**config.mk**
```make
export PLATFORM = sky130hd
export DESIGN_NAME = act_video_scaler
export DESIGN_NICKNAME = d
export VERILOG_FILES = /design/src/rtl/act_video_scaler.sv
export SDC_FILE = /design/constraint.sdc
export NUM_CORES = 1
export LEC_CHECK = 0
export BUFFER_PORTS_ARGS = -buffer_cell sky130_fd_sc_hd__clkbuf_2
export CAP_MARGIN = 20
export CORE_ASPECT_RATIO = 0.75
export CORE_UTILIZATION = 25
export CTS_CLUSTER_DIAMETER = 100
export DETAILED_ROUTE_END_ITERATION = 16
export PLACE_DENSITY_LB_ADDON = 0.25
export SETUP_SLACK_MARGIN = 0.3
export SLEW_MARGIN = 20
export SYNTH_ARGS = -nofsm -noshare
export SYNTH_HDL_FRONTEND = slang
export SYNTH_SLANG_ARGS = --single-unit
```
**constraint.sdc**
```tcl
create_clock -name clk -period 4.7 [get_ports clk]
set_clock_uncertainty 0.05 [all_clocks]
set_input_delay 0.94 -clock clk [delete_from_list [all_inputs] [get_ports clk]]
set_output_delay 0.94 -clock clk [all_outputs]
set_load 0.02 [all_outputs]
```
**src/rtl/act_video_scaler.sv**
```systemverilog
// act_video_scaler: VGA timing generator that fetches a CH-channel activation
// map from a 1-cycle synchronous-read memory and upscales it by 2^SCALE_LOG2
// using nearest-neighbour replication. All pin outputs are registered and
// share one latency of LAT = 2^SCALE_LOG2 + 1 cycles from the internal counters.
// Optional build macro ACT_GRID_EN draws a white grid on in-image tile edges.
module act_video_scaler #(
    parameter int H_ACTIVE   = 640,
    parameter int H_FP       = 16,
    parameter int H_SYNC     = 96,
    parameter int H_BP       = 48,
    parameter int V_ACTIVE   = 480,
    parameter int V_FP       = 10,
    parameter int V_SYNC     = 2,
    parameter int V_BP       = 33,
    parameter int SYNC_NEG   = 1,
    parameter int IMG_W      = 64,
    parameter int IMG_H      = 64,
    parameter int SCALE_LOG2 = 3,
    parameter int CH         = 3,
    parameter int DW         = 8,
    parameter int OUT_W      = 4,
    parameter int BIT_OFF    = 1,
    parameter int ADDR_W     = 14
) (
    input  logic               clk,
    input  logic               rst_n,
    output logic               mem_rd_en,
    output logic [ADDR_W-1:0]  mem_addr,
    input  logic [DW-1:0]      mem_rd_data,
    output logic               h_sync,
    output logic               v_sync,
    output logic               de,
    output logic [3*OUT_W-1:0] rgb,
    output logic               frame_start
);

    localparam int   H_TOTAL   = H_ACTIVE + H_FP + H_SYNC + H_BP;
    localparam int   V_TOTAL   = V_ACTIVE + V_FP + V_SYNC + V_BP;
    localparam int   TILE      = 1 << SCALE_LOG2;
    localparam int   LAT       = TILE + 1;
    localparam int   HW        = $clog2(H_TOTAL);
    localparam int   VW        = $clog2(V_TOTAL);
    localparam int   CW        = (CH > 1) ? $clog2(CH) : 1;
    localparam int   G_IDX     = (CH > 1) ? 1 : 0;
    localparam int   B_IDX     = (CH > 2) ? 2 : 0;
    localparam logic SYNC_IDLE = (SYNC_NEG != 0);

    // A read issued at a tile start lands in shadow two cycles after it leaves
    // the pins, so the last channel must be captured before the next tile start.
    if (CH != 1 && CH != 3) begin : g_ch_chk
        $error("act_video_scaler: CH must be 1 or 3");
    end
    if (SCALE_LOG2 < 1 || CH + 2 > TILE) begin : g_tile_chk
        $error("act_video_scaler: tile too small for CH reads");
    end

    typedef enum logic {IDLE, FETCH} state_t;

    logic [HW-1:0]     h;
    logic [VW-1:0]     v;
    int                hi, vi, tx_i, ty_i, base_i;
    logic              raw_de, raw_hs, raw_vs, raw_fs, tile_start, in_img;
    logic [ADDR_W-1:0] base_now;

    state_t            state, state_nx;
    logic [CW-1:0]     c_q, c_nx, rd_idx, idx_nx, cap_idx;
    logic [ADDR_W-1:0] base_q, base_nx, addr_nx;
    logic              rd_en_nx, cap_vld;

    logic [DW-1:0]     shadow  [CH];
    logic [DW-1:0]     display [CH];
    logic [DW-1:0]     disp_nx [CH];
    logic [3*OUT_W-1:0] col;

    logic [LAT-1:0]    de_p, hs_p, vs_p, fs_p;
`ifdef ACT_GRID_EN
    logic [LAT-1:0]    grid_p;
    logic              raw_grid;
`endif

    function automatic logic [OUT_W-1:0] chan(input logic [DW-1:0] a);
        return a[BIT_OFF +: OUT_W];
    endfunction

    assign hi         = int'(h);
    assign vi         = int'(v);
    assign tx_i       = hi >> SCALE_LOG2;
    assign ty_i       = vi >> SCALE_LOG2;
    assign raw_de     = (hi < H_ACTIVE) && (vi < V_ACTIVE);
    assign raw_hs     = ((hi >= H_ACTIVE + H_FP) && (hi < H_ACTIVE + H_FP + H_SYNC)) ^ SYNC_IDLE;
    assign raw_vs     = ((vi >= V_ACTIVE + V_FP) && (vi < V_ACTIVE + V_FP + V_SYNC)) ^ SYNC_IDLE;
    assign raw_fs     = (hi == 0) && (vi == 0);
    assign tile_start = (hi & (TILE - 1)) == 0;
    assign in_img     = raw_de && (tx_i < IMG_W) && (ty_i < IMG_H);
    assign base_i     = (ty_i * IMG_W + tx_i) * CH;
    assign base_now   = ADDR_W'(base_i);
`ifdef ACT_GRID_EN
    assign raw_grid   = in_img && (tile_start || ((vi & (TILE - 1)) == 0));
`endif

    // Raster counters: h wraps at H_TOTAL, v advances on each h wrap.
    always_ff @(posedge clk or negedge rst_n) begin
        if (!rst_n) begin
            h <= '0;
            v <= '0;
        end else if (hi == H_TOTAL - 1) begin
            h <= '0;
            v <= (vi == V_TOTAL - 1) ? '0 : v + VW'(1);
        end else begin
            h <= h + HW'(1);
        end
    end

    // Fetch FSM state and registered memory request.
    always_ff @(posedge clk or negedge rst_n) begin
        if (!rst_n) begin
            state     <= IDLE;
            c_q       <= '0;
            base_q    <= '0;
            rd_idx    <= '0;
            mem_rd_en <= 1'b0;
            mem_addr  <= '0;
            cap_vld   <= 1'b0;
            cap_idx   <= '0;
        end else begin
            state     <= state_nx;
            c_q       <= c_nx;
            base_q    <= base_nx;
            rd_idx    <= idx_nx;
            mem_rd_en <= rd_en_nx;
            mem_addr  <= addr_nx;
            cap_vld   <= mem_rd_en;
            cap_idx   <= rd_idx;
        end
    end

    // Fetch FSM next state: channel 0 at the tile start, the rest on following cycles.
    always_comb begin
        state_nx = state;
        c_nx     = c_q;
        base_nx  = base_q;
        idx_nx   = rd_idx;
        rd_en_nx = 1'b0;
        addr_nx  = mem_addr;
        case (state)
            IDLE: begin
                if (tile_start && in_img) begin
                    rd_en_nx = 1'b1;
                    addr_nx  = base_now;
                    base_nx  = base_now;
                    idx_nx   = '0;
                    c_nx     = CW'(1);
                    if (CH > 1) state_nx = FETCH;
                end
            end
            FETCH: begin
                rd_en_nx = 1'b1;
                addr_nx  = base_q + ADDR_W'(c_q);
                idx_nx   = c_q;
                c_nx     = c_q + CW'(1);
                if (int'(c_q) == CH - 1) state_nx = IDLE;
            end
            default: state_nx = IDLE;
        endcase
    end

    // Shadow capture of returned words; cleared at out-of-image tile starts.
    always_ff @(posedge clk or negedge rst_n) begin
        if (!rst_n) begin
            for (int c = 0; c < CH; c++) shadow[c] <= '0;
        end else if (tile_start && !in_img) begin
            for (int c = 0; c < CH; c++) shadow[c] <= '0;
        end else if (cap_vld) begin
            shadow[cap_idx] <= mem_rd_data;
        end
    end

    // Display regs take the completed shadow at every tile start.
    always_ff @(posedge clk) begin
        if (tile_start) begin
            for (int c = 0; c < CH; c++) display[c] <= shadow[c];
        end
    end

    // Colour of the tile being shown next cycle (shadow bypass at tile start).
    always_comb begin
        for (int c = 0; c < CH; c++) disp_nx[c] = tile_start ? shadow[c] : display[c];
        col = {chan(disp_nx[0]), chan(disp_nx[G_IDX]), chan(disp_nx[B_IDX])};
    end

    // Timing pipeline: stage 0 takes the raw counter decode, stage LAT-1 drives the pins.
    always_ff @(posedge clk or negedge rst_n) begin
        if (!rst_n) begin
            de_p   <= '0;
            hs_p   <= {LAT{SYNC_IDLE}};
            vs_p   <= {LAT{SYNC_IDLE}};
            fs_p   <= '0;
`ifdef ACT_GRID_EN
            grid_p <= '0;
`endif
        end else begin
            de_p   <= {de_p[LAT-2:0], raw_de};
            hs_p   <= {hs_p[LAT-2:0], raw_hs};
            vs_p   <= {vs_p[LAT-2:0], raw_vs};
            fs_p   <= {fs_p[LAT-2:0], raw_fs};
`ifdef ACT_GRID_EN
            grid_p <= {grid_p[LAT-2:0], raw_grid};
`endif
        end
    end

    // Output colour register, aligned with the final timing stage.
    always_ff @(posedge clk or negedge rst_n) begin
        if (!rst_n) begin
            rgb <= '0;
        end else if (!de_p[LAT-2]) begin
            rgb <= '0;
`ifdef ACT_GRID_EN
        end else if (grid_p[LAT-2]) begin
            rgb <= '1;
`endif
        end else begin
            rgb <= col;
        end
    end

    assign de          = de_p[LAT-1];
    assign h_sync      = hs_p[LAT-1];
    assign v_sync      = vs_p[LAT-1];
    assign frame_start = fs_p[LAT-1];

endmodule

```
; After elaboration in Yosys (flattened, before gate mapping)
; Memory sizes are Yosys's and may differ from the RTL's.
; Cells that the tools add are included.
[word_totals]
n_memories = 1
out_inout_bits = 31
mem_bits_rw = 24
ff_bits = 129
elab_cells = 81
[classes]
n_reduce_logical = 15
multipliers = 1
add_sub_neg = 5
n_mux = 23
order_cmp = 10
eq_ne = 4
bitwise_logic = 4
[mem_list]
columns = name, words, word_bits, read_ports, rd_ports_with_merged_regs, wr, line_no
row1 = display, 3, 8, 3, 0, 3, 71  ; logic [DW-1:0] display [CH];
[op_table]
columns = operator, count
row1 = $logic_not A32 Y1, 3
row2 = $mux W24, 2
row3 = $pmux W14 S2, 1
row4 = $bwmux W24, 1
row5 = $add A10 B1 Y10 const B, 2
row6 = $lt A10 B10 Y1 const B, 2
row7 = $lt A10 B9 Y1 const B, 2
row8 = $mux W10, 2
row9 = $demux W8 S2, 1
row10 = $mux W5, 3
row11 = $add A13 B7 Y14, 1
row12 = $add A14 B2 Y14, 1
row13 = $lt A7 B7 Y1 const B, 2
row14 = $mul A14 B2 Y14 const B, 1
row15 = $mux W14, 1
row16 = $mux W12, 1
row17 = $eq A10 B10 Y1 const B, 1
row18 = $eq A10 B9 Y1 const B, 1
row19 = $ge A10 B10 Y1 const B, 1
row20 = $ge A10 B9 Y1 const B, 1
row21 = $logic_and A1 B1 Y1, 9
row22 = $mux W8, 1
row23 = $pmux W2 S2, 2
row24 = $mux W1, 4
row25 = other kinds (12), 16

; Depth between registers and ports, before layout
[depth]
word_depth = 8
mapped_depth = 10
mapped_depth_nobuf = 10

; Least setup slack after synthesis
; Ideal clock, no wire load.
[synth_path]
path_kind = register to register
from = register h[9]
to = register mem_addr[12]
setup_ns = 0.126
path_slack_ns = 1.912
synth_period_minus_slack_ns = 2.788
n_path_buf = 0
t_required_ns = 4.524
stages_incl_launch_ff = 10
arrival_time_ns = 2.612
path_cell_list = dfrtp_1 -> ha_1 -> xor2_1 -> ha_1 -> a2111oi_0 -> o21ai_0 -> a41oi_1 -> o31ai_2 -> mux2i_1 -> a311o_1
[synth_via]
elab_chain_len = 6
[synth_rtl]
columns = element, line_no
row1 = from (decl), 59  ; logic [HW-1:0] h;
row2 = from (signal assigned), 110  ; h <= h + HW'(1);
row3 = "parallel branches: the longest is 6 deep, another holds $add A13 B7 Y14", n/a
row4 = to (signal assigned), 131  ; mem_addr <= addr_nx;
row5 = to (decl), 28  ; output logic [ADDR_W-1:0] mem_addr,
; Parallel ways; which one is timed is not known. The select of a mux whose other input is x is not followed.
; A chain may end at the register's enable or synchronous reset.

; Final worst setup path
[layout_path]
from = register v[3]
to = register mem_addr[12]
[layout_via]
elab_chain_len = 6
[layout_rtl]
columns = element, line_no
row1 = from (decl), 60  ; logic [VW-1:0] v;
row2 = from (signal assigned), 108  ; v <= (vi == V_TOTAL - 1) ? '0 : v + VW'(1);
row3 = "parallel branches: the longest is 6 deep, another holds $add A13 B7 Y14", n/a
; Parallel ways; which one is timed is not known. The select of a mux whose other input is x is not followed.

==> flow_summary.yaml <==
layout:
  layout.cells.most_common_list: "dfrtp_1 (99), nand2_1 (67), nor2_1 (37)"
  regArea_sq_um: 3310
  filler_cell_count: 2382
  layout.cells.most_common: "dfrtp_1"
  post-route-util: 0.302
  final_net_count: 598
  multiInputGateArea_sq_um: 2410
  layout-drive-gt1-share: 0.182
  n_antenna_cell: 0
  p_r_area_growth_vs_syn_pct: 18.1
  final-instance-count-excl-fill: 873
power_and_ir_drop:
  totalPowerFinal_mw: 2.52
  total_switching_power_mw: 0.611
  netSwitchingFraction: 0.242
  peakVddDrop_uv: 227
  power.combinational.fraction: 0.018
  cellLeakagePower_nw: 3.16
  intPower_mw: 1.91
  pwr-share-seq: 0.455
  power.clock.fraction: 0.526
  power-per-cell-area_nw_per_um2: 362
critical_path:
  rr_endpoint: "mem_addr[12]"
  crit_fanout: 10
  worstPathArrival_ps: 3530
  path_class: "reg2reg"
  worst-endpoint-required_ps: 4950
  setup.worst_path.start_class: "flip-flop"
  rrSetupSlack_ps: 1430
  r2r-start: "v[3]"
  worstSetupEndpointType: "flip-flop"
  cell_depth_of_the_worst_flop_to_flop_path: 9
sta:
  timing.hold.ws_ps: 292
  finalHoldViolCount: 0
  max_slew.worst_pin.slew_ps: 978
  max_slew_headroom: 0.346
  post-route-min-period_ps: 3270
  drv_slew: 0
  finalSetupViolCount: 0
  upper_clock_frequency_limit_mhz: 306
  min_period_over_period: 0.696
  setup_total_negative_slack_ps: 0
  rsz0062_at_grt: "no"
die:
  floorplan.core_area_sq_um: 23100
  rows: 48
  die_area_sq_um: 24200
  die_h_microns: 135
  start_util: 0.256
  die-width_microns: 179
  floorplan.io_pins: 41
route:
  drt-vias-per-instance: 4.41
  routed_wire_length_per_instance_microns: 13.4
  drt_iter0_markers: 237
  detailroute.via_count: 3850
  wl_microns: 11700
  drc: 2
  drt.antenna.violating_nets: 0
  drt_pass1_iterations: 13
place:
  number_of_placed_instances_taps_included: 841
  detailedPlacementHpwl_microns: 8060
  routabilityCongestion: 0.796
  placement.io_buffers: 36
synth:
  synthFlopType: "dfrtp_1"
  syn-instance-count: 524
  synth.cell_area_sq_um: 5900
  syn_nets: 562
  synth.lib_cells_used.distinct: 61
  synth.yosys.warnings: 0
  synth.avg_cell_area_sq_um: 11.3
  portion_of_the_post_synthesis_area_used_by_sequential_elements: 0.561
  synth_seq_cells: 129
  synth_enable_flop_cells: 12
  postSynth.asyncResetShare: 0.907
clock_network:
  root_buffer: "clkbuf_16"
  clock_buffer_count_from_cts: 17
  postCtsSetupBuffers: 0
  post_cts_resize_count: 0
  tritoncts_clock_tree: "done"
  insertion_delay_ps: 420
  cts_hold_buffers: 0
  cts-root-to-sink-buffers: 2
  worst_setup_hold_path_clk_slew_ps: 60
  htree_levels: 4
  numClockSinks: 129
global_route:
  grt_max_degree: 54
  globalRouteTotalUtil: 0.103
  antenna_found_initial: 0
  first_pass_grt_wire_length_microns: 19400
  grt-ovfl-total: 0
  grt_pass1_vias: 3777
hold_path:
  hold_removal_path_class: "reg2reg"
  hp-start: "de_p[3]"
  hold_path_end: "de_p[4]"
  whs_path_depth: 0
flow_run:
  max-cap-violations: 0
run_status:
  status: "complete, but fails checks"
  violated_checks: "design-rule violations"
[cell usage after synthesis, types with 4 or more instances]
cell type | n | area, sq um
dfstp_2 | 18 | 473
inv_1 | 20 | 75.1
nand3b_1 | 5 | 37.5
dfrtp_1 | 99 | 2480
nand3_1 | 14 | 70.1
ha_1 | 26 | 325
a211oi_1 | 4 | 30.0
nand4_1 | 4 | 25.0
edfxtp_1 | 12 | 360
clkbuf_1 | 15 | 56.3
a21oi_1 | 18 | 90.1
mux2i_1 | 22 | 220
a21boi_0 | 12 | 90.1
a21o_1 | 6 | 45.0
o31ai_1 | 4 | 30.0
o21ai_0 | 33 | 165
xor2_1 | 13 | 114
mux2_2 | 8 | 90.1
and3_1 | 7 | 43.8
nand2_1 | 67 | 251
nor2_1 | 37 | 139
nand2b_1 | 5 | 31.3
xnor2_1 | 21 | 184
[power groups by stage]
stage | combinational [mW] | sequential [mW] | clock (mW)
after floorplan | 0.00853 | 1.17 | 0
after global placement | 0.0474 | 1.17 | 0
after detailed placement | 0.0484 | 1.17 | 0
after CTS | 0.0487 | 1.15 | 1.36
after global routing | 0.0537 | 1.15 | 1.42
final | 0.0458 | 1.15 | 1.33
[state kept, by name, summed over array words and instances (netlist names)]
register and count:
base_q 14, vs_p 9, h 10, mem_addr 14
de_p 9, display 12, fs_p 9, c_q 2
rgb 12, rd_idx 2, shadow 12, state 1
cap_vld 1, v 10, cap_idx 2, hs_p 9
mem_rd_en 1
[how the worst max path moves through the flow]
| stage | depth (start not counted) | endpoint | start |
|---|---|---|---|
| after floorplan | 9 | mem_addr[12] | h[9] |
| after global placement | 9 | mem_addr[12] | h[9] |
| after detailed placement | 9 | mem_addr[12] | h[9] |
| after CTS | 9 | mem_addr[12] | h[9] |
| after global routing | 9 | mem_addr[12] | h[9] |
| final | 9 | mem_addr[12] | v[3] |
[per-layer routing]
| layer | global-route usage | vias up | routed length, microns |
|---|---|---|---|
| met4 | 0.0340 | 0 | 125 |
| met3 | 0.0407 | 9 | 468 |
| met2 | 0.147 | 64 | 4920 |
| met5 | 0 | - | 0 |
| met1 | 0.143 | 1881 | 6150 |
| li1 | - | 1896 | - |
[stage by stage]
stage	area, sq um	worst slack [ps]
2_1_floorplan	5900	1910
3_3_place_gp	6380	1590
3_5_place_dp	6380	1530
4_1_cts	6970	1470
5_1_grt	6970	1160
6_report	6970	1430
[cells by family after synthesis]
| logic type | share of synthesized area |
|---|---|
| AND/OR/NAND/NOR | 0.135 |
| flip-flops | 0.561 |
| AO/OA/AOI/OAI | 0.103 |
| buffers and inverters | 0.0311 |
| XOR/XNOR | 0.0542 |
| multiplexers | 0.0545 |
| adder cells (fa/ha/maj) | 0.0619 |
[worst max-delay path: stages, from the launching register on]
cell	delay, ps
dfrtp_1	510
ha_1	320
xor2_1	230
ha_1	320
a2111oi_0	470
o21ai_0	240
a41oi_1	420
o31ai_2	120
mux2i_1	160
a311o_1	330
[final cells by class]
| cell class | count | share of cell area |
|---|---|---|
| multi-input combinational | 353 | 0.346 |
| timing repair buffer | 39 | 0.0294 |
| clock buffer | 17 | 0.0610 |
| tap | 300 | 0.0538 |
| inverter | 20 | 0.0108 |
| sequential | 129 | 0.475 |
| clock inverter | 15 | 0.0244 |
Note: power is estimated with default switching activity, not from simulation.
